--- src/rtl/kd_mod_pkg.sv ---
// Shared Kyber/Dilithium modular constants.
// Used by the NTT/INTT adders and multipliers.
package kd_mod_pkg;

  localparam int KQ = 3329;
  localparam int DQ = 8380417;

  localparam int KW = 12;
  localparam int DW = 24;

  typedef enum logic {
    MODE_KYBER = 1'b0,
    MODE_DIL   = 1'b1
  } mode_e;

endpackage

--- src/rtl/mod_half.sv ---
// Combinational x * 2^-1 mod q for canonical x.
// Odd x becomes even by adding q, then shifts.
module mod_half #(
  parameter int WIDTH = 12,
  parameter int Q     = 3329
) (
  input  logic [WIDTH-1:0] x,
  output logic [WIDTH-1:0] y
);

  localparam logic [WIDTH:0] QE = (WIDTH+1)'(Q);

  logic [WIDTH:0] t;
  logic           unused_lsb;

  // make x even (x or x+q), then halve
  always_comb begin
    t = {1'b0, x};
    if (x[0]) t = t + QE;
  end

  assign y          = t[WIDTH:1];
  assign unused_lsb = t[0];

endmodule

--- src/rtl/intt_half_addsub.sv ---
// INTT Gentleman-Sande front end: halved
// modular sum/difference, two-stage elastic.
module intt_half_addsub
  import kd_mod_pkg::*;
#(
  parameter int W = DW
) (
  input  logic         clk,
  input  logic         rst,
  input  logic         in_valid,
  output logic         in_ready,
  input  logic         in_mode,
  input  logic [W-1:0] in_a,
  input  logic [W-1:0] in_b,
  output logic         out_valid,
  input  logic         out_ready,
  output logic         out_mode,
  output logic [W-1:0] out_sum,
  output logic [W-1:0] out_diff
);

  localparam logic [KW:0] KQE = (KW+1)'(KQ);
  localparam logic [DW:0] DQE = (DW+1)'(DQ);

  logic adv1, adv2;

  logic [KW:0] ks_lo, ks_hi, kd_lo, kd_hi;
  logic [DW:0] ds, dd;
  logic [W-1:0] s_in, d_in;

  logic         v1_q, v1_d;
  logic         m1_q, m1_d;
  logic [W-1:0] s1_q, s1_d;
  logic [W-1:0] d1_q, d1_d;

  logic         v2_q, v2_d;
  logic         m2_q, m2_d;
  logic [W-1:0] sum_q, sum_d;
  logic [W-1:0] diff_q, diff_d;

  logic [DW-1:0] dh_s, dh_d;
  logic [KW-1:0] kh_s_lo, kh_s_hi;
  logic [KW-1:0] kh_d_lo, kh_d_hi;

  logic unused_top;

  assign adv2     = ~v2_q | out_ready;
  assign adv1     = ~v1_q | adv2;
  assign in_ready = adv1;

  // per-lane modular add/sub with one
  // conditional correction each
  always_comb begin
    ks_lo = {1'b0, in_a[KW-1:0]}
          + {1'b0, in_b[KW-1:0]};
    if (ks_lo >= KQE) ks_lo = ks_lo - KQE;
    ks_hi = {1'b0, in_a[W-1:KW]}
          + {1'b0, in_b[W-1:KW]};
    if (ks_hi >= KQE) ks_hi = ks_hi - KQE;
    kd_lo = {1'b0, in_a[KW-1:0]}
          - {1'b0, in_b[KW-1:0]};
    if (kd_lo[KW]) kd_lo = kd_lo + KQE;
    kd_hi = {1'b0, in_a[W-1:KW]}
          - {1'b0, in_b[W-1:KW]};
    if (kd_hi[KW]) kd_hi = kd_hi + KQE;
    ds = {1'b0, in_a} + {1'b0, in_b};
    if (ds >= DQE) ds = ds - DQE;
    dd = {1'b0, in_a} - {1'b0, in_b};
    if (dd[DW]) dd = dd + DQE;
  end

  // select lane packing by beat mode
  always_comb begin
    s_in = {ks_hi[KW-1:0], ks_lo[KW-1:0]};
    d_in = {kd_hi[KW-1:0], kd_lo[KW-1:0]};
    if (in_mode == MODE_DIL) begin
      s_in = ds[DW-1:0];
      d_in = dd[DW-1:0];
    end
  end

  assign unused_top = ^{ks_lo[KW], ks_hi[KW],
                        kd_lo[KW], kd_hi[KW],
                        ds[DW], dd[DW]};

  mod_half #(.WIDTH(DW), .Q(DQ)) u_dh_s (
    .x(s1_q), .y(dh_s)
  );
  mod_half #(.WIDTH(DW), .Q(DQ)) u_dh_d (
    .x(d1_q), .y(dh_d)
  );
  mod_half #(.WIDTH(KW), .Q(KQ)) u_kh_s_lo (
    .x(s1_q[KW-1:0]), .y(kh_s_lo)
  );
  mod_half #(.WIDTH(KW), .Q(KQ)) u_kh_s_hi (
    .x(s1_q[W-1:KW]), .y(kh_s_hi)
  );
  mod_half #(.WIDTH(KW), .Q(KQ)) u_kh_d_lo (
    .x(d1_q[KW-1:0]), .y(kh_d_lo)
  );
  mod_half #(.WIDTH(KW), .Q(KQ)) u_kh_d_hi (
    .x(d1_q[W-1:KW]), .y(kh_d_hi)
  );

  // stage advance: load on free slot,
  // hold otherwise
  always_comb begin
    v1_d   = v1_q;
    m1_d   = m1_q;
    s1_d   = s1_q;
    d1_d   = d1_q;
    v2_d   = v2_q;
    m2_d   = m2_q;
    sum_d  = sum_q;
    diff_d = diff_q;
    if (adv1) begin
      v1_d = in_valid;
      if (in_valid) begin
        m1_d = in_mode;
        s1_d = s_in;
        d1_d = d_in;
      end
    end
    if (adv2) begin
      v2_d = v1_q;
      if (v1_q) begin
        m2_d = m1_q;
        if (m1_q == MODE_DIL) begin
          sum_d  = dh_s;
          diff_d = dh_d;
        end else begin
          sum_d  = {kh_s_hi, kh_s_lo};
          diff_d = {kh_d_hi, kh_d_lo};
        end
      end
    end
  end

  // pipeline registers, async clear
  always_ff @(posedge clk or posedge rst) begin
    if (rst) begin
      v1_q   <= 1'b0;
      m1_q   <= 1'b0;
      s1_q   <= '0;
      d1_q   <= '0;
      v2_q   <= 1'b0;
      m2_q   <= 1'b0;
      sum_q  <= '0;
      diff_q <= '0;
    end else begin
      v1_q   <= v1_d;
      m1_q   <= m1_d;
      s1_q   <= s1_d;
      d1_q   <= d1_d;
      v2_q   <= v2_d;
      m2_q   <= m2_d;
      sum_q  <= sum_d;
      diff_q <= diff_d;
    end
  end

  assign out_valid = v2_q;
  assign out_mode  = m2_q;
  assign out_sum   = sum_q;
  assign out_diff  = diff_q;

endmodule
--- config.mk ---
export PLATFORM = sky130hd
export DESIGN_NAME = intt_half_addsub
export DESIGN_NICKNAME = d
export VERILOG_FILES = /design/src/rtl/kd_mod_pkg.sv /design/src/rtl/mod_half.sv /design/src/rtl/intt_half_addsub.sv
export SDC_FILE = /design/constraint.sdc
export NUM_CORES = 1
export LEC_CHECK = 0
export CAP_MARGIN = 20
export CORE_MARGIN = 1.5
export CORE_UTILIZATION = 45
export CTS_BUF_LIST = sky130_fd_sc_hd__clkbuf_4 sky130_fd_sc_hd__clkbuf_8 sky130_fd_sc_hd__clkbuf_16
export CTS_CLUSTER_DIAMETER = 200
export CTS_CLUSTER_SIZE = 25
export DETAILED_ROUTE_END_ITERATION = 10
export PLACE_DENSITY = 0.67
export SLEW_MARGIN = 30
export SYNTH_ARGS = -nofsm -noshare
export SYNTH_HDL_FRONTEND = slang
export SYNTH_SLANG_ARGS = --single-unit
--- constraint.sdc ---
create_clock -name clk -period 4.2 [get_ports clk]
set_input_delay 1.05 -clock clk [delete_from_list [all_inputs] [get_ports clk]]
set_output_delay 1.05 -clock clk [all_outputs]
set_load 0.005 [all_outputs]
Yosys cells after proc, flatten, opt, wreduce, memory -nomap -nowiden:

Cells that the tools add are included.

* register bits: 100
* output and inout bits: 51
* logic and storage cells: 51

* $lt $le $gt $ge: 3
* multiplexer cells: 16
* reduce and logical (&&, ||, !) cells: 2
* $add $sub $neg: 18
* bitwise gates (word level): 4

Operator list (count)
* 2-to-1 mux 24 bit: 6
* adder 12 x 12 -> 13 bit, second input constant: 4
* 2-to-1 mux 13 bit: 4
* adder 24 x 23 -> 25 bit, second input constant: 2
* 2-to-1 mux 25 bit: 2
* 2-to-1 mux 12 bit: 4
* adder 12 x 12 -> 13 bit: 2
* >= comparator 13 x 12 -> 1 bit, second input constant: 2
* subtractor 12 x 12 -> 13 bit: 2
* adder 24 x 24 -> 25 bit: 1
* >= comparator 25 x 23 -> 1 bit, second input constant: 1
* subtractor 24 x 24 -> 25 bit: 1
* adder 12 bit, second input constant: 2
* adder 24 x 23 -> 24 bit, second input constant: 1
* subtractor 12 bit, second input constant: 2
* subtractor 24 x 23 -> 24 bit, second input constant: 1
* AND reduction 2 bit: 2
* inverter 1 bit: 2
* bitwise OR 1 bit: 2

Logic depth before layout (Yosys ltp):

* depth after elaboration: 4
* gate-level depth with buffers: 16

Cells and area by module:

Synthesis repeated with hierarchy kept, for this count alone.

* cells, all modules: 1570
* area total of the unflattened synthesis: 12200.5 um2

By module, submodules not included
* intt_half_addsub: area an instance 10033.4 um2, sequential area each 2502.4 um2, cells an instance 1268, instances 1
* mod_half at u_dh_d ...: area an instance 543.0 um2, sequential area each 0.0 um2, cells an instance 71, instances 2
* mod_half at u_kh_d_hi ...: area an instance 270.3 um2, sequential area each 0.0 um2, cells an instance 40, instances 4

Worst setup path before layout:

No wires, ideal clock.

* path kind: input port to flip-flop
* from: in in_b[14]
* to: reg s1_q[19]
* arrival: 4159 ps
* buffers on the path: 1
* library setup time: 126 ps
* stages on the path: 14
* path slack: -85 ps
* required time: 4074 ps
* path through: inv_1 ha_1 clkbuf_1 inv_1 a21oi_1 o21ai_0 a21oi_1 mux2_2 a311oi_1 nor4_4 o211ai_1 nor2_1 xnor2_1 a221o_1

* cells in the longest elaborated chain, start to end: 4
* elaborated cells between the ends (all ways): 9
* classes of those cells: add/sub (4); order compare (2); mux (3)

RTL lines
* from (decl): RTL line intt_half_addsub.sv:14 `input logic [W-1:0] in_b,`
* adder 24 x 24 -> 25 bit / adder 12 x 12 -> 13 bit (equally long branches): RTL line intt_half_addsub.sv:66, intt_half_addsub.sv:58
* subtractor 24 x 23 -> 24 bit (tied with other cells): RTL line intt_half_addsub.sv:67 `if (ds >= DQE) ds = ds - DQE;`
* 2-to-1 mux 24 bit / 2-to-1 mux 12 bit (equally long branches): RTL line intt_half_addsub.sv:67, intt_half_addsub.sv:59
* 2-to-1 mux 24 bit *: RTL line intt_half_addsub.sv:76 `if (in_mode == MODE_DIL) begin`
* to (signal assigned): RTL line intt_half_addsub.sv:144 `s1_q <= '0;`
* to (signal assigned): RTL line intt_half_addsub.sv:153 `s1_q <= s1_d;`
* to (decl): RTL line intt_half_addsub.sv:33 `logic [W-1:0] s1_q, s1_d;`

Every way passes the cells marked *; elsewhere a longest branch is shown, timed or not.
A chain may end at the register's enable or synchronous reset.

Worst setup path in the final report:

* from: in in_a[15]
* to: reg s1_q[19]

* cells in the longest elaborated chain, start to end: 4
* elaborated cells between the ends (all ways): 9
* classes of those cells: add/sub (4); order compare (2); mux (3)

RTL lines
* from (decl): RTL line intt_half_addsub.sv:13 `input logic [W-1:0] in_a,`
* adder 24 x 24 -> 25 bit / adder 12 x 12 -> 13 bit (equally long branches): RTL line intt_half_addsub.sv:66, intt_half_addsub.sv:58
* subtractor 24 x 23 -> 24 bit (tied with other cells): RTL line intt_half_addsub.sv:67
* 2-to-1 mux 24 bit / 2-to-1 mux 12 bit (equally long branches): RTL line intt_half_addsub.sv:67, intt_half_addsub.sv:59
* 2-to-1 mux 24 bit *: RTL line intt_half_addsub.sv:76

Marks and branches as above.

==> run_results.csv <==
group,metric,value,unit
timing,finalClockSkew,0.0144,ns
detailed_routing,ant_nets,0,
layout,utilization,0.677,
clock_network,htreeDepth,3,
layout,nets,1958,
floorplan,die_w,158,um
min_path,hold_path_class,"register to register",
layout,syn2layout_area_growth,47.2,%
layout,fillers,2040,
status,status,"finished clean",
detailed_routing,initialDrtViolationCount,788,
place,placed_area,14500,sq um
worst_setup_path,rrSetupSlack,1.79,ns
clock_network,cts_root_buf,"clkbuf_16",
clock_network,cts_sinks,100,
pwr,vdd_drop_max,253,uV
worst_setup_path,end_kind,"register",
floorplan,dieArea,24900,sq um
synth,async_flop_share,1.00,
timing,slew_viol_final,0,
clock_network,cts-buffers-inserted,9,
place,portBuffers,103,
worst_setup_path,worstPathRequired,4.43,ns
layout,design_area,15900,sq um
clock_network,cts_tree,"done",
place,gp_congestion,1.03,
synth,synthDistinctLibCells,88,
floorplan,die_y,158,um
job,max-cap-violations,0,
pwr,leakage,6.92,nW
detailed_routing,drc_errors,0,
clock_network,clock_path_buffers,2,
global_routing,grt_pass1_wl,58700,um
synth,ys_ff_latch,100,
timing,hold_viol,0,
floorplan,core_area,23500,sq um
global_routing,grt_start_max_net_pins,54,
worst_setup_path,critPathArrivalTime,4.34,ns
timing,tightestPinTransition,0.815,ns
synth,syn_inst,1428,
synth,synth-seq-area-share,0.232,
min_path,hp-start,"out_diff[16]$_DFFE_PP0P_",
floorplan,fp-row-count,56,
min_path,hold_path_end,"out_diff[16]$_DFFE_PP0P_",
timing,setup_viol,0,
synth,syn_area,10800,sq um
detailed_routing,avgRoutedWirePerCell,17.2,um
detailed_routing,first_pass_iters,5,
timing,period_needed,4.11,ns
worst_setup_path,worstSetupPathType,"primary input to register",
layout,drive_gt1_frac,0.311,
pwr,p_per_area,369,nW/um^2
min_path,min_path_cells,2,
detailed_routing,routed_via_density,5.64,
synth,synth-edff-count,0,
synth,synth_area_per_cell,7.55,sq um
clock_network,clk_latency,0.35,ns
clock_network,cts-hold-fix-buffers,0,
timing,timing.setup.tns,0,ns
global_routing,grt_pass1_vias,11600,
detailed_routing,route.vias.total,12200,
global_routing,grtUsageTotal,0.295,
worst_setup_path,path_max_fanout,4,
worst_setup_path,rr_startpoint,"d1_q[2]$_DFFE_PP0P_",
global_routing,gr-total-overflow,0,
layout,fin_cells,2163,
timing,slew_headroom,0.455,
synth,yosysWarningCount,0,
synth,synth_ff_type,"dfrtp_1",
layout,antenna_cells,0,
floorplan,start_util,0.460,
floorplan,pin_count,104,
global_routing,antenna_found_initial,0,
place,hpwl,29500,um
worst_setup_path,r2r_cells,8,
synth,synth_nets,1546,
timing,max_freq,243,MHz
detailed_routing,finalWirelength,37200,um
timing,fin_crit_sh,0.978,
worst_setup_path,reg2reg_to,"out_diff[18]$_DFFE_PP0P_",
clock_network,path_clk_slew,0.07,ns
place,dp.cells,2109,
worst_setup_path,crit_path_start_kind,"primary input",
## registers in the layout, summed over array words and instances (netlist names)
name,cells
m1_q,1
s1_q,24
out_diff,24
out_sum,24
d1_q,24
out_valid,1
v1_q,1
out_mode,1
## per-layer routing
layer / part of all wire / GRT usage
met1: 0.43 / 0.374
met2: 0.49 / 0.517
met3: 0.051 / 0.0290
met4: 0.031 / 0.111
met5: 0 / 0
## kinds of logic (layout without fill, tap and decap cells)
| logic type | Yosys count | count (layout) | synth area share |
|---|---|---|---|
| and+or+nand+nor | 533 | 533 | 0.249 |
| buffers and inverters | 156 | 572 | 0.0567 |
| muxes | 16 | 16 | 0.0158 |
| adders and majority gates | 65 | 65 | 0.0782 |
| AOI/OAI and AO/OA | 415 | 415 | 0.252 |
| DFF | 100 | 100 | 0.232 |
| xor gates and xnor gates | 143 | 143 | 0.117 |
## where the power goes
group          internal [mW]  switching, mW  total [mW]
clock network          0.641          0.354       0.995
registers               1.28          0.360        1.64
logic                   1.69           1.53        3.22
total                   3.61           2.25        5.85
## cell usage after synthesis, types with 10 or more instances
cell type	count	area share
inv_1	73	0.025
o31ai_1	11	0.0077
nand4_1	29	0.017
nor4_1	16	0.0093
a21o_1	17	0.012
xnor2_1	99	0.080
xor2_1	43	0.035
a211oi_1	12	0.0084
nand2b_1	20	0.012
o211ai_1	12	0.0084
clkbuf_1	62	0.022
a21oi_1	92	0.043
nand2_1	165	0.057
nor2b_1	17	0.0099
and3_1	26	0.015
dfrtp_1	100	0.23
nor3_1	38	0.018
nor2_1	85	0.030
a22oi_1	11	0.0077
o21ai_0	122	0.057
a31oi_1	15	0.0087
and2_1	13	0.0075
ha_1	61	0.071
nand3_1	64	0.030
o21ai_1	10	0.0046
buf_2	11	0.0051
## metrics by stage
stage	power, mW	setup slack (ns)	hold WS (ns)
final	5.85	0.0909	0.474
after global routing	6.25	-0.0629	0.512
after CTS	5.70	0.00100	0.484
after detailed placement	4.61	-0.839	0.470
after global placement	4.54	-0.738	0.461
after floorplan	3.13	0.0306	0.457
## placed cells by master (no fill, tap or decap), types with 16 or more instances in the layout
cell             count
buf_4              375
nand2_1            162
o21ai_0            114
dfrtp_1            100
xnor2_1             93
nor2_1              83
a21oi_1             74
clkdlybuf4s50_1     72
nand3_1             63
inv_1               60
xor2_1              43
ha_1                37
nor3_1              31
nand4_1             29
and3_1              24
a21o_1              17
ha_4                17
nand2b_1            16
## how the worst max path moves through the flow
stage / from / end / slack (ns) / depth (start not counted)
2_1_floorplan: in_b[4] / s1_q[1]$_DFFE_PP0P_ / 0.03 / 15
3_3_place_gp: in_a[1] / d1_q[23]$_DFFE_PP0P_ / -0.74 / 17
3_5_place_dp: in_a[1] / d1_q[21]$_DFFE_PP0P_ / -0.84 / 16
4_1_cts: in_a[13] / s1_q[5]$_DFFE_PP0P_ / 0.001 / 16
5_1_grt: in_a[0] / d1_q[20]$_DFFE_PP0P_ / -0.06 / 21
6_report: in_a[15] / s1_q[19]$_DFFE_PP0P_ / 0.09 / 15
## area by class of cell
class,instances,area (sq um),area share
Multi-Input combinational cell,1172,8470,0.533
Clock buffer,9,225,0.0142
Inverter,75,284,0.0179
Clock inverter,6,136,0.00859
Timing Repair Buffer,482,3870,0.244
Sequential cell,100,2500,0.158
Tap cell,319,399,0.0251
## critical path, cell delays in order
cell and delay (ns):
clkdlybuf4s50_1 0.47, ha_2 0.26, nor2b_1 0.15, o21ai_1 0.20, nand3b_1 0.21, a21oi_4 0.19
mux2_4 0.33, a311oi_4 0.28, nor4_4 0.08, buf_4 0.17, buf_4 0.13, o211ai_1 0.25
nor2_1 0.10, xnor2_1 0.14, a221o_1 0.32
## what timing repair did
| action | 4_1_cts | 5_1_grt |
|---|---|---|
| pin swaps | 41 | 57 |
| buffers inserted | 15 | 23 |
| endpoints found under the setup margin | 46 | 45 |
| cloned | 1 | 0 |
| gates resized for setup | 95 | 115 |
(Power assumes the default switching activity.)
